<file path="src/rtl/pipe_defs_pkg.sv">
// rtl/pipe_defs_pkg.sv - shared pipeline widths and control-bundle bit indices
package pipe_defs;
  localparam int ADDR_W  = 5;
  localparam int DATA_W  = 32;
  localparam int CTRL_W  = 7;
  localparam int FUNCT_W = 10;

  // {RegWrite,MemtoReg,MemRead,MemWrite,ALUSrc,ALUOp[1:0]}
  localparam int CTRL_REGWRITE = 6;
  localparam int CTRL_MEMTOREG = 5;
  localparam int CTRL_MEMREAD  = 4;
  localparam int CTRL_MEMWRITE = 3;
  localparam int CTRL_ALUSRC   = 2;
  localparam int CTRL_ALUOP_HI = 1;
  localparam int CTRL_ALUOP_LO = 0;
endpackage

</file>
<file path="src/rtl/id_ex_pipe_load_use_detect.sv">
// rtl/id_ex_pipe_load_use_detect.sv - combinational load-use hazard detector
module load_use_detect #(
  parameter int ADDR_W = 5
) (
  input  logic              ex_valid_i,
  input  logic              ex_memread_i,
  input  logic [ADDR_W-1:0] ex_rd_i,
  input  logic              id_valid_i,
  input  logic              id_rs1use_i,
  input  logic              id_rs2use_i,
  input  logic [ADDR_W-1:0] id_rs1_i,
  input  logic [ADDR_W-1:0] id_rs2_i,
  output logic              hazard_o
);
  logic rs1_hit;
  logic rs2_hit;

  assign rs1_hit  = id_rs1use_i && (ex_rd_i == id_rs1_i);
  assign rs2_hit  = id_rs2use_i && (ex_rd_i == id_rs2_i);
  // x0 is never written, so a load targeting it cannot create a dependency
  assign hazard_o = ex_valid_i && ex_memread_i && id_valid_i &&
                    (ex_rd_i != '0) && (rs1_hit || rs2_hit);
endmodule

</file>
<file path="src/rtl/id_ex_pipe.sv">
// rtl/id_ex_pipe.sv - ID/EX pipeline register with load-use bubble insertion; optional ID_EX_STALL_CNT_EN counters
module id_ex_pipe #(
  parameter int DATA_W = 32,
  parameter int ADDR_W = 5
) (
  input  logic              clk_i,
  input  logic              rst_i,
  input  logic              mem_stall_i,
  input  logic              flush_i,
  input  logic              ID_valid_i,
  input  logic [ADDR_W-1:0] ID_RSaddr1_i,
  input  logic [ADDR_W-1:0] ID_RSaddr2_i,
  input  logic              ID_RS1use_i,
  input  logic              ID_RS2use_i,
  input  logic [ADDR_W-1:0] ID_RDaddr_i,
  input  logic [DATA_W-1:0] ID_RS1data_i,
  input  logic [DATA_W-1:0] ID_RS2data_i,
  input  logic [DATA_W-1:0] ID_imm_i,
  input  logic [9:0]        ID_funct_i,
  input  logic [6:0]        ID_ctrl_i,
  output logic              hazard_o,
  output logic              EX_valid_o,
  output logic [ADDR_W-1:0] EX_RSaddr1_o,
  output logic [ADDR_W-1:0] EX_RSaddr2_o,
  output logic [ADDR_W-1:0] EX_RDaddr_o,
  output logic [DATA_W-1:0] EX_RS1data_o,
  output logic [DATA_W-1:0] EX_RS2data_o,
  output logic [DATA_W-1:0] EX_imm_o,
  output logic [9:0]        EX_funct_o,
  output logic [6:0]        EX_ctrl_o
`ifdef ID_EX_STALL_CNT_EN
  ,
  output logic [31:0]       bubble_cnt_o,
  output logic [31:0]       flush_cnt_o
`endif
);
  import pipe_defs::*;

  logic              valid_q, valid_d;
  logic [ADDR_W-1:0] rs1_q, rs1_d, rs2_q, rs2_d, rd_q, rd_d;
  logic [DATA_W-1:0] d1_q, d1_d, d2_q, d2_d, imm_q, imm_d;
  logic [9:0]        funct_q, funct_d;
  logic [6:0]        ctrl_q, ctrl_d;
  logic              hazard;

  load_use_detect #(.ADDR_W(ADDR_W)) u_load_use_detect (
    .ex_valid_i   (valid_q),
    .ex_memread_i (ctrl_q[CTRL_MEMREAD]),
    .ex_rd_i      (rd_q),
    .id_valid_i   (ID_valid_i),
    .id_rs1use_i  (ID_RS1use_i),
    .id_rs2use_i  (ID_RS2use_i),
    .id_rs1_i     (ID_RSaddr1_i),
    .id_rs2_i     (ID_RSaddr2_i),
    .hazard_o     (hazard)
  );

  always_comb begin
    valid_d = valid_q;
    rs1_d   = rs1_q;
    rs2_d   = rs2_q;
    rd_d    = rd_q;
    d1_d    = d1_q;
    d2_d    = d2_q;
    imm_d   = imm_q;
    funct_d = funct_q;
    ctrl_d  = ctrl_q;
    if (!mem_stall_i) begin
      // flush, load-use and an empty ID slot all collapse to the same bubble
      if (flush_i || hazard || !ID_valid_i) begin
        valid_d = 1'b0;
        rs1_d   = '0;
        rs2_d   = '0;
        rd_d    = '0;
        d1_d    = '0;
        d2_d    = '0;
        imm_d   = '0;
        funct_d = '0;
        ctrl_d  = '0;
      end else begin
        valid_d = 1'b1;
        rs1_d   = ID_RSaddr1_i;
        rs2_d   = ID_RSaddr2_i;
        rd_d    = ID_RDaddr_i;
        d1_d    = ID_RS1data_i;
        d2_d    = ID_RS2data_i;
        imm_d   = ID_imm_i;
        funct_d = ID_funct_i;
        ctrl_d  = ID_ctrl_i;
      end
    end
  end

  always_ff @(posedge clk_i) begin
    if (rst_i) begin
      valid_q <= 1'b0;
      rs1_q   <= '0;
      rs2_q   <= '0;
      rd_q    <= '0;
      d1_q    <= '0;
      d2_q    <= '0;
      imm_q   <= '0;
      funct_q <= '0;
      ctrl_q  <= '0;
    end else begin
      valid_q <= valid_d;
      rs1_q   <= rs1_d;
      rs2_q   <= rs2_d;
      rd_q    <= rd_d;
      d1_q    <= d1_d;
      d2_q    <= d2_d;
      imm_q   <= imm_d;
      funct_q <= funct_d;
      ctrl_q  <= ctrl_d;
    end
  end

  assign hazard_o     = hazard;
  assign EX_valid_o   = valid_q;
  assign EX_RSaddr1_o = rs1_q;
  assign EX_RSaddr2_o = rs2_q;
  assign EX_RDaddr_o  = rd_q;
  assign EX_RS1data_o = d1_q;
  assign EX_RS2data_o = d2_q;
  assign EX_imm_o     = imm_q;
  assign EX_funct_o   = funct_q;
  assign EX_ctrl_o    = ctrl_q;

`ifdef ID_EX_STALL_CNT_EN
  logic [31:0] bubble_cnt_q, bubble_cnt_d;
  logic [31:0] flush_cnt_q, flush_cnt_d;

  // a flush bubble is attributed to the flush even when a hazard coincides
  always_comb begin
    bubble_cnt_d = bubble_cnt_q;
    flush_cnt_d  = flush_cnt_q;
    if (!mem_stall_i) begin
      if (flush_i)     flush_cnt_d  = flush_cnt_q + 32'd1;
      else if (hazard) bubble_cnt_d = bubble_cnt_q + 32'd1;
    end
  end

  always_ff @(posedge clk_i) begin
    if (rst_i) begin
      bubble_cnt_q <= '0;
      flush_cnt_q  <= '0;
    end else begin
      bubble_cnt_q <= bubble_cnt_d;
      flush_cnt_q  <= flush_cnt_d;
    end
  end

  assign bubble_cnt_o = bubble_cnt_q;
  assign flush_cnt_o  = flush_cnt_q;
`endif
endmodule

</file>
<file path="config.mk">
export PLATFORM = sky130hd
export DESIGN_NAME = id_ex_pipe
export DESIGN_NICKNAME = d
export VERILOG_FILES = /design/src/rtl/pipe_defs_pkg.sv /design/src/rtl/id_ex_pipe_load_use_detect.sv /design/src/rtl/id_ex_pipe.sv
export SDC_FILE = /design/constraint.sdc
export NUM_CORES = 1
export LEC_CHECK = 0
export ABC_AREA = 1
export BUFFER_PORTS_ARGS = -buffer_cell sky130_fd_sc_hd__clkbuf_2
export CORE_MARGIN = 4
export CORE_UTILIZATION = 30
export CTS_CLUSTER_DIAMETER = 40
export DETAILED_ROUTE_END_ITERATION = 10
export GPL_TIMING_DRIVEN = 0
export PLACE_DENSITY = 0.66
export SYNTH_ARGS = -nofsm -noshare
export SYNTH_HDL_FRONTEND = slang
export SYNTH_SLANG_ARGS = --single-unit
</file>
<file path="constraint.sdc">
create_clock -name clk_i -period 3.8 [get_ports clk_i]
set_input_delay 0.38 -clock clk_i [delete_from_list [all_inputs] [get_ports clk_i]]
set_output_delay 0.38 -clock clk_i [all_outputs]
set_load 0.02 [all_outputs]
</file>
; After elaboration in Yosys (flattened, before gate mapping)
; Index checks and enable logic that the tools add are counted.
[classes]
n_reduce_logical = 11
n_mux = 9
eq_ne = 2
[ops]
columns = cell, n
row1 = 2-to-1 mux 32 bit, 3
row2 = 2-to-1 mux 5 bit, 3
row3 = == test 5 bit, 2
row4 = 2-to-1 mux 10 bit, 1
row5 = 2-to-1 mux 7 bit, 1
row6 = logical AND 1 bit, 6
row7 = nonzero test 5 bit, 1
row8 = logical OR 1 bit, 3
row9 = logical NOT 1 bit, 1
row10 = 2-to-1 mux 1 bit, 1
[word_totals]
register_bits = 129
word_cells = 31

; Depth between registers and ports, before layout
[logic_depth]
word_depth = 7
ltp_mapped = 11
depth_no_buf = 9

; Hierarchy
; Synthesis repeated with hierarchy kept, for this count alone.
[hier_totals]
hier_cells = 631
area_unflattened_um2 = 4877.2
[modules_own_cells]
columns = module, area_each_um2, instances, seq_area_each_um2, cells_each
row1 = id_ex_pipe, 4647.0, 1, 2582.5, 575
row2 = load_use_detect, 230.2, 1, 0.0, 56

; Least setup slack after synthesis
; No wires, ideal clock.
[synth_timing]
path_kind = register -> output
from = register rd_q[1], in the netlist EX_RDaddr_o[1]
to = output hazard_o
stages_incl_launch_ff = 10
n_path_buf = 1
t_required_ns = 3.420
slack_ns = 2.136
t_arrival_ns = 1.284
cell_sequence = dfxtp_1 inv_2 nand2_1 nand2_1 nor2_2 nand3_2 nand2_2 nand2_4 buf_2 inv_1
[synth_between]
elab_chain_cells = 4
elab_cells_between_ends = 8
classes_between = eq/ne (2) / reduce/logical (6)
[synth_lines]
columns = item, line_no
row1 = from (decl), id_ex_pipe.sv:40  ; logic [ADDR_W-1:0] rs1_q, rs1_d, rs2_q, rs2_d, rd_q, rd_d;
row2 = from (signal assigned), id_ex_pipe.sv:109  ; rd_q <= rd_d;
row3 = "== test 5 bit, on equally long branches", "id_ex_pipe_load_use_detect.sv:18, id_ex_pipe_load_use_detect.sv:19"
row4 = "logical AND 1 bit, on equally long branches", "id_ex_pipe_load_use_detect.sv:18, id_ex_pipe_load_use_detect.sv:19"
row5 = logical OR 1 bit, id_ex_pipe_load_use_detect.sv:22  ; (ex_rd_i != '0) && (rs1_hit || rs2_hit);
row6 = logical AND 1 bit (*), id_ex_pipe_load_use_detect.sv:22
row7 = to (decl), id_ex_pipe.sv:21  ; output logic hazard_o,
; Every way passes the cells marked *; elsewhere a longest branch is shown, timed or not.

; Worst setup path after layout
; Same ends and word-level chain as after synthesis.

==> impl_metrics.tcl <==
set metrics [dict create \
    synth_area_leaders "dfxtp_1 44%, nand3_2 17%, a21oi_2 15%, nand2_1 10%, buf_12 3.7%" \
    grt_pass1_wl_mm 27.6 \
    yosys_warnings 0 \
    num_vias 5344 \
    fill_cells 2013 \
    dp.cells 1161 \
    regToRegEndpoint "EX_RS1data_o[1]$_SDFFE_PP0N_" \
    synth-seq-area-share 0.437 \
    io_buffers 263 \
    fin_nets 1050 \
    cts_root_buf "clkbuf_16" \
    coreArea_sq_um 19400 \
    holdWs_ns 0.200 \
    cp_max_fo 10 \
    report.final.setup_viol 0 \
    start_util 0.305 \
    syn-mean-instance-area_sq_um 9.34 \
    htreeDepth 4 \
    place_area_sq_um 7560 \
    io_pins 265 \
    initialDrtViolationCount 177 \
    grt_util_met1 0.203 \
    ant_nets 0 \
    routed_wirelength_mm 17.8 \
    arrival_ns 1.86 \
    rsz0062_at_grt "no" \
    grt_util_met2 0.244 \
    yosysUniqueCellTypes 19 \
    area_delta_synth_final_pct 38.1 \
    routedWlPerCell_um 14.9 \
    cts_buffers 17 \
    die_h_um 148 \
    grt_usage 0.157 \
    busiest_layer "met2" \
    fin_crit_sh 0.589 \
    cts_setup_buffers 0 \
    cts_hold_buf 0 \
    fp.dieArea_sq_um 22000 \
    ctsResizeCount 0 \
    drive_above_1_share 0.577 \
    skew_ns 0.0111 \
    use_met3 0.0609 \
    grt_antenna_before_repair 0 \
    drt-pass1-iter-count 6 \
    worst_pin_slew_ns 0.826 \
    hold_violations 0 \
    dieWidth_um 148 \
    vdd_ir_drop_max_uv 259 \
    grt_pass1_vias 5226 \
    power_density_nw_per_um2 418 \
    layout.cells.most_common_list "263 x clkbuf_2, 158 x nand2_1, 129 x dfxtp_1" \
    syn_area_sq_um 5910 \
    drc 0 \
    rows 51 \
    cts_tree "done" \
    vias_per_cell 4.48 \
    clk_pin_slew_ns 0.07 \
    gp_congestion 0.832 \
    n_antenna_cell 0 \
    clk_path_buf_depth 2 \
    hpwl_mm 13.4 \
    syn_inst 633 \
    leakagePower_nw 3.29 \
    synth_top_area_cell "dfxtp_1" \
    relSlewSlack 0.449 \
    yosys.area.top_type_share 0.437 \
    finalSetupTns_ns 0 \
    timing.critical_path.from "EX_RDaddr_o[1]$_SDFFE_PP0N_" \
    syn_nets 768 \
    grt_start_max_net_pins 17 \
    fmax_ghz 0.447 \
    final_common_cell "clkbuf_2" \
    critPathRequiredTime_ns 3.42 \
    grt-ovfl-total 0 \
    min_period_ns 2.24 \
    hold_start "ID_imm_i[19]" \
    drv_cap 0 \
    worstSetupPathType "flop to output port" \
    cp-end-kind "output port" \
    crit_path_end "hazard_o" \
    clock_latency_ns 0.41 \
    slew_viol_final 0 \
    start_kind "flop" \
    r2r_start "EX_RDaddr_o[1]$_SDFFE_PP0N_" \
    r2r_cells 11 \
    final_cells 1193 \
    hp-class "input pin to flop" \
    cts_sinks 129 \
    status "finished clean" \
    r2r_slack_ns 2.16 \
    final_cell_area_sq_um 8170 \
    ys_seq_elements 129 \
]
through the flow:
step,worst slack [ns],power [mW],util
after floorplan,2.14,1.62,-
after global placement,1.82,1.77,0.390
after detailed placement,1.80,1.78,0.390
after CTS,1.54,3.47,0.421
after global routing,1.42,3.56,0.421
final,1.56,3.42,0.421
power breakdown:
group	switching (mW)	internal (mW)
registers	0.0196	1.39
logic	0.212	0.127
clock network	0.656	1.02
kinds of logic (layout without fill, tap and decap cells):
kind of cell	after synthesis	count (layout)	synth area share
AND/OR/NAND/NOR	302	302	0.310
AO/OA/AOI/OAI	129	129	0.173
flip-flops	129	129	0.437
buffers and inverters	73	368	0.0808
synth_stat cells, drive strengths merged:
cell type and count:
a21oi 129, dfxtp 129, nand2 160, buf 30, nand4 2, nand3 130, nor3b 1, inv 16
clkbuf 27, nor2 9
worst max-delay path: stages, from the launching register on:
cell	delay (ns)
dfxtp_1	0.48
inv_2	0.06
nand2_1	0.06
nand2_1	0.05
nor2_1	0.11
nand3_2	0.10
nand2_2	0.09
nand2_4	0.07
buf_2	0.19
inv_1	0.07
clkbuf_2	0.17
cell type report:
class / instances / area, sq um / share of cell area
Multi-Input combinational cell: 431 / 2850 / 0.349
Sequential cell: 129 / 2580 / 0.316
Timing Repair Buffer: 263 / 1320 / 0.161
Clock buffer: 19 / 453 / 0.0555
Buffer: 57 / 418 / 0.0512
Tap cell: 265 / 332 / 0.0406
Clock inverter: 13 / 151 / 0.0185
Inverter: 16 / 60.1 / 0.00735
metal layers:
| metal | part of all wire | routed length, um |
|---|---|---|
| met1 | 0.44 | 7920 |
| met2 | 0.45 | 7970 |
| met3 | 0.093 | 1660 |
| met4 | 0.014 | 257 |
| met5 | 0 | 0 |
how the worst min path moves through the flow:
stage                               endpoint  slack [ns]  depth (start not counted)
2_1_floorplan      EX_ctrl_o[4]$_SDFFE_PP0N_        0.47                          2
3_3_place_gp   EX_RS1data_o[21]$_SDFFE_PP0N_        0.45                          2
6_report           EX_imm_o[19]$_SDFFE_PP0N_        0.20                          3
3_5_place_dp   EX_RS1data_o[21]$_SDFFE_PP0N_        0.45                          2
4_1_cts            EX_imm_o[19]$_SDFFE_PP0N_        0.18                          3
5_1_grt            EX_imm_o[29]$_SDFFE_PP0N_        0.18                          3
registers in the layout, summed over array words and instances, names as in the netlist:
register and count:
EX_imm_o 32, EX_RSaddr2_o 5, EX_RS2data_o 32, EX_funct_o 10, EX_RSaddr1_o 5, EX_RDaddr_o 5, EX_valid_o 1, EX_ctrl_o 7
EX_RS1data_o 32
Power figures use the tool's default switching activity.
